--- config.mk ---
export PLATFORM = sky130hd
export DESIGN_NAME = rb_window_scheduler
export DESIGN_NICKNAME = d
export VERILOG_FILES = /design/src/rtl/rb_window_scheduler.sv
export SDC_FILE = /design/constraint.sdc
export NUM_CORES = 1
export LEC_CHECK = 0
export CAP_MARGIN = 20
export CORE_MARGIN = 5
export CORE_UTILIZATION = 54
export DETAILED_ROUTE_END_ITERATION = 10
export DONT_BUFFER_PORTS = 1
export PLACE_DENSITY = 0.78
export SYNTH_ARGS = -nofsm -noshare
export SYNTH_HDL_FRONTEND = slang
export SYNTH_SLANG_ARGS = --single-unit
export TNS_END_PERCENT = 10
--- constraint.sdc ---
create_clock -name clk -period 2.99 [get_ports clk]
set_input_delay 0 -clock clk [delete_from_list [all_inputs] [get_ports clk]]
set_output_delay 0 -clock clk [all_outputs]
set_load 0.02 [all_outputs]
--- src/rtl/rb_window_scheduler.sv ---
// rb_window_scheduler: control sequencer for the row-buffer bank array.
// The incoming pixel stream is written round-robin into RB_COUNT one-row banks.
// KERNEL-row windows are read column by column for the downstream window mux.
// A write never overwrites a bank whose row a pending window still needs.
// The block holds no pixel data.
// Optional build macro RB_SCHED_STATS_EN adds the stall counters in_stall_cnt
// and out_stall_cnt.
module rb_window_scheduler #(
  parameter int unsigned IMAGE_WIDTH  = 256,
  parameter int unsigned IMAGE_HEIGHT = 256,
  parameter int unsigned RB_COUNT     = 8,
  parameter int unsigned KERNEL       = 3
) (
  input  logic                            clk,
  input  logic                            rst,
  input  logic                            start,
  input  logic                            in_valid,
  output logic                            in_ready,
  output logic                            wr_en,
  output logic [$clog2(RB_COUNT)-1:0]     wr_bank,
  output logic [$clog2(IMAGE_WIDTH)-1:0]  wr_addr,
  output logic                            rd_en,
  output logic [$clog2(IMAGE_WIDTH)-1:0]  rd_addr,
  output logic [$clog2(RB_COUNT)-1:0]     rd_base_bank,
  output logic                            out_valid,
  input  logic                            out_ready,
  output logic                            out_last,
  output logic                            busy,
  output logic                            frame_done
`ifdef RB_SCHED_STATS_EN
  ,
  output logic [31:0]                     in_stall_cnt,
  output logic [31:0]                     out_stall_cnt
`endif
);

  localparam int unsigned CW = $clog2(IMAGE_WIDTH);
  localparam int unsigned BW = $clog2(RB_COUNT);
  localparam int unsigned RW = $clog2(IMAGE_HEIGHT + 1);
  // Wide enough for row + RB_COUNT / row + KERNEL sums without wrapping
  localparam int unsigned XW = ((RW > BW) ? RW : BW) + 2;

  localparam logic [CW-1:0] COL_LAST     = CW'(IMAGE_WIDTH - 1);
  localparam logic [BW-1:0] BANK_LAST    = BW'(RB_COUNT - 1);
  localparam logic [RW-1:0] OUT_ROW_LAST = RW'(IMAGE_HEIGHT - KERNEL);
  localparam logic [RW-1:0] ROW_COUNT    = RW'(IMAGE_HEIGHT);

  typedef enum logic [1:0] {
    IDLE = 2'd0,
    RUN  = 2'd1,
    DONE = 2'd2
  } state_t;

  state_t        state;
  logic [CW-1:0] wcol;
  logic [CW-1:0] rcol;
  logic [RW-1:0] wrow;
  logic [RW-1:0] orow;
  logic [RW-1:0] retired;
  logic          out_row_end;

  logic run;
  logic readable;
  logic accept;

  // Handshake strobes, all derived from registered state plus the live valid/ready inputs
  assign run      = (state == RUN);
  assign in_ready = run && (wrow < ROW_COUNT) &&
                    (XW'(wrow) < (XW'(retired) + XW'(RB_COUNT)));
  assign wr_en    = in_valid && in_ready;
  assign readable = (XW'(wrow) >= (XW'(orow) + XW'(KERNEL)));
  assign rd_en    = run && readable && (!out_valid || out_ready);
  assign accept   = out_valid && out_ready;
  assign wr_addr  = wcol;
  assign rd_addr  = rcol;

  // Frame FSM, write/read position counters and registered output-side status
  always_ff @(posedge clk) begin
    if (rst) begin
      state        <= IDLE;
      wcol         <= '0;
      wrow         <= '0;
      wr_bank      <= '0;
      rcol         <= '0;
      orow         <= '0;
      rd_base_bank <= '0;
      retired      <= '0;
      out_valid    <= 1'b0;
      out_last     <= 1'b0;
      out_row_end  <= 1'b0;
      busy         <= 1'b0;
      frame_done   <= 1'b0;
    end else begin
      frame_done <= 1'b0;
      case (state)
        IDLE: begin
          if (start) begin
            state        <= RUN;
            busy         <= 1'b1;
            wcol         <= '0;
            wrow         <= '0;
            wr_bank      <= '0;
            rcol         <= '0;
            orow         <= '0;
            rd_base_bank <= '0;
            retired      <= '0;
            out_valid    <= 1'b0;
            out_last     <= 1'b0;
            out_row_end  <= 1'b0;
          end
        end
        RUN: begin
          if (wr_en) begin
            if (wcol == COL_LAST) begin
              wcol    <= '0;
              wrow    <= wrow + RW'(1);
              wr_bank <= (wr_bank == BANK_LAST) ? '0 : wr_bank + BW'(1);
            end else begin
              wcol <= wcol + CW'(1);
            end
          end
          if (rd_en) begin
            out_valid   <= 1'b1;
            out_last    <= (orow == OUT_ROW_LAST) && (rcol == COL_LAST);
            out_row_end <= (rcol == COL_LAST);
            if (rcol == COL_LAST) begin
              rcol         <= '0;
              orow         <= orow + RW'(1);
              rd_base_bank <= (rd_base_bank == BANK_LAST) ? '0 : rd_base_bank + BW'(1);
            end else begin
              rcol <= rcol + CW'(1);
            end
          end else if (accept) begin
            out_valid   <= 1'b0;
            out_last    <= 1'b0;
            out_row_end <= 1'b0;
          end
          // Credit from a retiring row only reaches in_ready on the next cycle
          if (accept && out_row_end) begin
            retired <= retired + RW'(1);
          end
          if (accept && out_last) begin
            state      <= DONE;
            busy       <= 1'b0;
            frame_done <= 1'b1;
          end
        end
        DONE: begin
          state <= IDLE;
        end
        default: begin
          state <= IDLE;
        end
      endcase
    end
  end

`ifdef RB_SCHED_STATS_EN
  // Saturating stall counters, cleared by reset and at each frame start
  always_ff @(posedge clk) begin
    if (rst || ((state == IDLE) && start)) begin
      in_stall_cnt  <= '0;
      out_stall_cnt <= '0;
    end else begin
      if (run && in_valid && !in_ready && (in_stall_cnt != '1)) begin
        in_stall_cnt <= in_stall_cnt + 32'd1;
      end
      if (out_valid && !out_ready && (out_stall_cnt != '1)) begin
        out_stall_cnt <= out_stall_cnt + 32'd1;
      end
    end
  end
`endif

endmodule
; ---- Word-level counts from Yosys, hierarchy flattened
; Index checks and enable logic that the tools add are counted.
[op_classes]
n_div = 0
eq_ne = 14
n_bitwise = 1
shifts = 0
multipliers = 0
n_mux = 40
add_sub_neg = 9
reduce_logical = 22
n_lt_le_gt_ge = 3
[ops]
columns = op, count
row1 = $mux W9, 6
row2 = $pmux W9 S2, 3
row3 = $mux W8, 5
row4 = $pmux W8 S2, 2
row5 = $add A9 B1 Y9 const B, 3
row6 = $mux W3, 7
row7 = $add A8 B1 Y8 const B, 2
row8 = $eq A8 B8 Y1 const B, 2
row9 = $reduce_and A3 Y1, 5
row10 = $pmux W3 S2, 2
row11 = $add A9 B2 Y10 const B, 1
row12 = $add A9 B4 Y10 const B, 1
row13 = $ge A9 B10 Y1, 1
row14 = $lt A9 B10 Y1, 1
row15 = $eq A9 B8 Y1 const B, 1
row16 = $logic_and A1 B1 Y1, 9
row17 = $lt A9 B9 Y1 const B, 1
row18 = $mux W1, 8
row19 = $ne A2 B1 Y1 const B, 4
row20 = $pmux W1 S2, 4
row21 = $reduce_and A4 Y1, 2
row22 = $add A3 B1 Y3 const B, 2
row23 = $eq A3 B3 Y1 const B, 2
row24 = $ne A2 B2 Y1 const B, 3
row25 = 11 further kinds, 12
[word_totals]
ramBits = 0
ff_bits = 56
elab_cells = 102
mem_bits_ro = 0
latchBits = 0
mem_count = 0
out_inout_bits = 29
inputBits = 5

; ---- Logic depth before layout (Yosys ltp)
[logic_depth]
word_depth = 6
mapped_depth = 13
depth_no_buf = 12

; ---- Worst setup path before layout
; Ideal clock, no wire load.
[synth_timing]
path_type = reg-to-reg
startpoint = reg orow[4]
endpoint = reg orow[6]
stages_incl_launch_ff = 13
required_ps = 2919
path_slack_ps = 223
path_buffers = 1
period_less_slack_ps = 2767
arrival_time_ps = 2696
cell_sequence = dfxtp_1 clkbuf_1 and3_1 nand2_1 nor3_1 xnor2_1 ha_1 nor2_1 nor3_1 nand4_1 a21o_1 or4_1 a21oi_1
[synth_via]
elab_chain_cells = 6
[synth_lines]
columns = item, line
row1 = start: declaration, 58  ; logic [RW-1:0] orow;
row2 = start signal: assignment, 128  ; orow <= orow + RW'(1);
row3 = $add A9 B2 Y10, 71  ; assign readable = (XW'(wrow) >= (XW'(orow) + XW'(KERNEL)));
row4 = $ge A9 B10 Y1, 71
row5 = $logic_and A1 B1 Y1 (2 in series), 72  ; assign rd_en = run && readable && (!out_valid || out_ready);
row6 = $ne A2 B2 Y1 (no line), -
row7 = $reduce_and A4 Y1 (no line), -
; Parallel ways exist; a longest one is shown, timed or not. The select of a mux whose other input is x is not followed.
; A chain may end at the register's enable or synchronous reset.

; ---- Worst setup path in the final report
[layout_timing]
startpoint = reg orow[1]
endpoint = reg rcol[7], in the netlist rd_addr[7]
[layout_via]
elab_chain_cells = 6
[layout_lines]
columns = item, line
row1 = $add A9 B2 Y10, 71
row2 = $ge A9 B10 Y1, 71
row3 = $logic_and A1 B1 Y1 (2 in series), 72
row4 = $ne A2 B2 Y1 (no line), -
row5 = $reduce_and A3 Y1 (no line), -
row6 = end signal: assignment, 131  ; rcol <= rcol + CW'(1);
row7 = end: declaration, 56  ; logic [CW-1:0] rcol;
; Every way passes these cells.

==> out/qor.yml <==
syn-cell-area_sq_mm: 0.00338
worst_ep_arrival_time_ns: 3.08
area_delta_synth_final_pct: 7.64
antenna_left: 0
p_switching_mw: 0.344
fillers: 497
finalHoldViolations: 0
start_util_pct: 56.3
crit_top_cell: "ha_1"
die_area_sq_mm: 0.00793
wl_per_cell_um: 15.5
ys_async_sr_fraction_pct: 0
yosysWarnings: 0
grt_pass1_wl_mm: 12.4
p_seq_share_pct: 57.8
fp.dieW_um: 89.1
drcViolationCount: 0
cts-htree-levels: 2
holdWs_ns: 0.0386
critPathLaunchType: "flop"
powerDensity_mw_per_mm2: 365
vdd_drop_max_uv: 320
clock_path_buffers: 2
worstPathMaxFanout: 12
cts.clk_slew.worst_paths_ns: 0.10
drive_gt1_share_pct: 10.7
core-area_sq_mm: 0.00599
critical-path-max-stage-delay_ns: 0.52
antenna_found_initial: 0
setup_tns_ns: 0
ys_types: 56
grt_start_max_net_pins: 25
internal_power_mw: 0.982
synth.top_cells.by_area: "dfxtp_1 (33%), ha_1 (11%), a21oi_1 (4.9%), nand2_1 (4.1%), nor2_1 (3.3%)"
firstDrtPassIters: 4
worst_slack_ns: 0.167
fin_area_sq_mm: 0.00363
p_leak_nw: 1.36
path_cells: "inv_1 -> ha_1 -> nor2_1 -> nand3_1 -> xor2_1 -> ha_1 -> o211ai_1 -> a31o_2 -> o21a_2 -> or4_1 -> a21oi_1"
row_count: 28
yosys_most_used_dff: "dfxtp_1"
synth-seq-cells: 56
max_slew.worst_pin.slew_ns: 0.929
slew_violations: 0
end_kind: "flop"
syn_nets: 435
grt_usage_pct: 19.5
synth.avg_cell_area_sq_um: 8.42
p_clk_share_pct: 33.4
rsz0062_at_grt: "no"
dp_slack_ns: 0.0541
grt.overflow.total: 0
min-delay-path-class: "primary input to flop"
cts_buffers: 5
dieHeight_um: 89.1
fin_crit_ns: 2.82
clock_skew_ns: 0.00607
clkLatencyLatePin_ns: 0.32
r2r_start: "orow[1]"
boundaryPins: 34
drt_wl_total_mm: 7.51
drtIter0Drc: 129
n_antenna_cell: 0
cts.sinks: 56
synth.top_cell.area_share_pct: 33.2
ys_seq_area_share_pct: 33.2
viasPerCell: 6.06
max_freq_ghz: 0.354
dp_hpwl_mm: 5.42
holdCritStartpoint: "in_valid"
critPathKind: "flop to flop"
cts_tree: "built"
routed-via-count: 2943
synthCells: 401
dpl_cell_area_sq_mm: 0.00351
p_comb_share_pct: 8.8
slew_headroom_pct: 37.9
status: "complete, no violations"
required_ns: 3.25
max-cap-violations: 0
worstSetupStartpoint: "orow[1]"
portBuffers: 0
synth-edff-count: 0
finalSetupViolCount: 0
slowest_stage: "or4_1"
fin_nets: 444
first_global_vias: 2753
fin_crit_sh_pct: 94.4
ctsRootBufferMaster: "clkbuf_8"
synth_top_area_cell: "dfxtp_1"
switching_share_pct: 25.9
place_congestion: 0.888
==> worst max-delay path, delay by kind of cell, from the launching register on <==
kind	cells	cell delay, ns
xor gates and xnor gates	1	0.16
AOI/OAI and AO/OA	4	0.79
DFF	1	0.40
and+or+nand+nor	3	0.83
buffers and inverters	1	0.10
adders and majority gates	2	0.49
==> routing by layer <==
| metal | GRT usage, % | wire length, um | share of wire (%) | vias up |
|---|---|---|---|---|
| li1 | - | - | - | 1471 |
| met1 | 22.8 | 3340 | 44 | 1412 |
| met2 | 35.0 | 3690 | 49 | 53 |
| met3 | 5.35 | 382 | 5.1 | 7 |
| met4 | 5.68 | 100 | 1.3 | 0 |
| met5 | 0 | 0 | 0 | - |
==> registers in the layout, indices dropped and copies added (netlist names) <==
register	count
out_row_end	1
retired	9
wr_bank	3
frame_done	1
out_valid	1
rd_addr	8
rd_base_bank	3
busy	1
state	2
wrow	9
wr_addr	8
orow	9
out_last	1
==> layout by cell type (no fill, tap or decap), types with 3 or more instances in the layout <==
cell and count:
dfxtp_1 56, nand2_1 37, a21oi_1 33, nor2_1 30, ha_1 29, inv_1 18, nand3_1 16, o21ai_0 16
buf_4 14, nand4_1 11, xnor2_1 9, xor2_1 9, nand2b_1 9, or3_1 9, and3_1 7, nor3_1 6
a211oi_1 6, a21o_1 6, a21oi_2 6, clkbuf_8 6, a31o_2 4, and4_1 4, mux2i_1 4, nor3b_1 4
a31oi_1 4, o211a_1 3, o21a_1 3, o211ai_1 3, nor2b_1 3, or2_2 3, and2_1 3, a31o_1 3
nand3_2 3, o31ai_1 3, or4_1 3
==> cells by family (layout without fill, tap and decap cells) <==
group	after synthesis	after routing	synth area share [%]
xor+xnor	18	18	4.67
flops	56	56	33.2
mux	5	5	1.52
buf+inv	32	42	4.04
simple gates	156	156	24.7
compound gates	105	105	21.1
fa+ha+maj	29	29	10.7
==> per-stage QoR <==
stage               utilization, %  instances  total power, mW
finish                        60.7        486             1.33
global placement              58.5        476            0.888
CTS                           60.4        486             1.33
detailed placement            58.5        476            0.891
floorplan                        -        401            0.867
global route                  60.7        486             1.38
==> final timing paths <==
check / end / slack, ns / cells past startpoint
setup / recovery: rd_addr[7] / 0.17 / 11
hold / removal: wr_addr[2] / 0.04 / 3
setup reg to reg: rd_addr[7] / 0.17 / 11
hold reg to reg: out_row_end / 0.51 / 2
==> power groups by stage <==
stage	Clock, mW	Combinational [mW]	Sequential [mW]
final	0.443	0.116	0.767
after global routing	0.484	0.128	0.768
after CTS	0.450	0.115	0.767
after detailed placement	0	0.107	0.784
after global placement	0	0.104	0.784
after floorplan	0	0.0861	0.781
==> cell type report <==
| class | count | area, sq um | area share, % |
|---|---|---|---|
| multi-input cells | 313 | 2130 | 58.7 |
| flip-flops and latches | 56 | 1120 | 30.9 |
| repair buffers | 16 | 125 | 3.44 |
| well taps | 75 | 93.8 | 2.58 |
| clock buffers | 7 | 86.3 | 2.38 |
| inverters | 18 | 67.6 | 1.86 |
| clock inverters | 1 | 7.51 | 0.207 |
==> timing repair <==
| item | 4_1_cts | 5_1_grt |
|---|---|---|
| gates resized for setup | 1 | 3 |
| hold buffers | 2 | 0 |
| endpoints found under the setup margin | 1 | 9 |
| buffers inserted | 0 | 0 |
| hold endpoints to repair | 21 | 0 |
| pin swaps | 0 | 2 |
==> cell usage after synthesis (6+ instances only) <==
cell type,number
clkbuf_1,8
a21oi_2,6
nand2_1,37
nand3_1,16
o21ai_0,16
xor2_1,9
a21o_1,7
nor2_1,30
ha_1,29
xnor2_1,9
and3_1,7
a211oi_1,6
nand2b_1,9
inv_1,18
or3_1,9
nor3_1,7
a21oi_1,33
dfxtp_1,56
nand4_1,11
(Power assumes the default switching activity.)
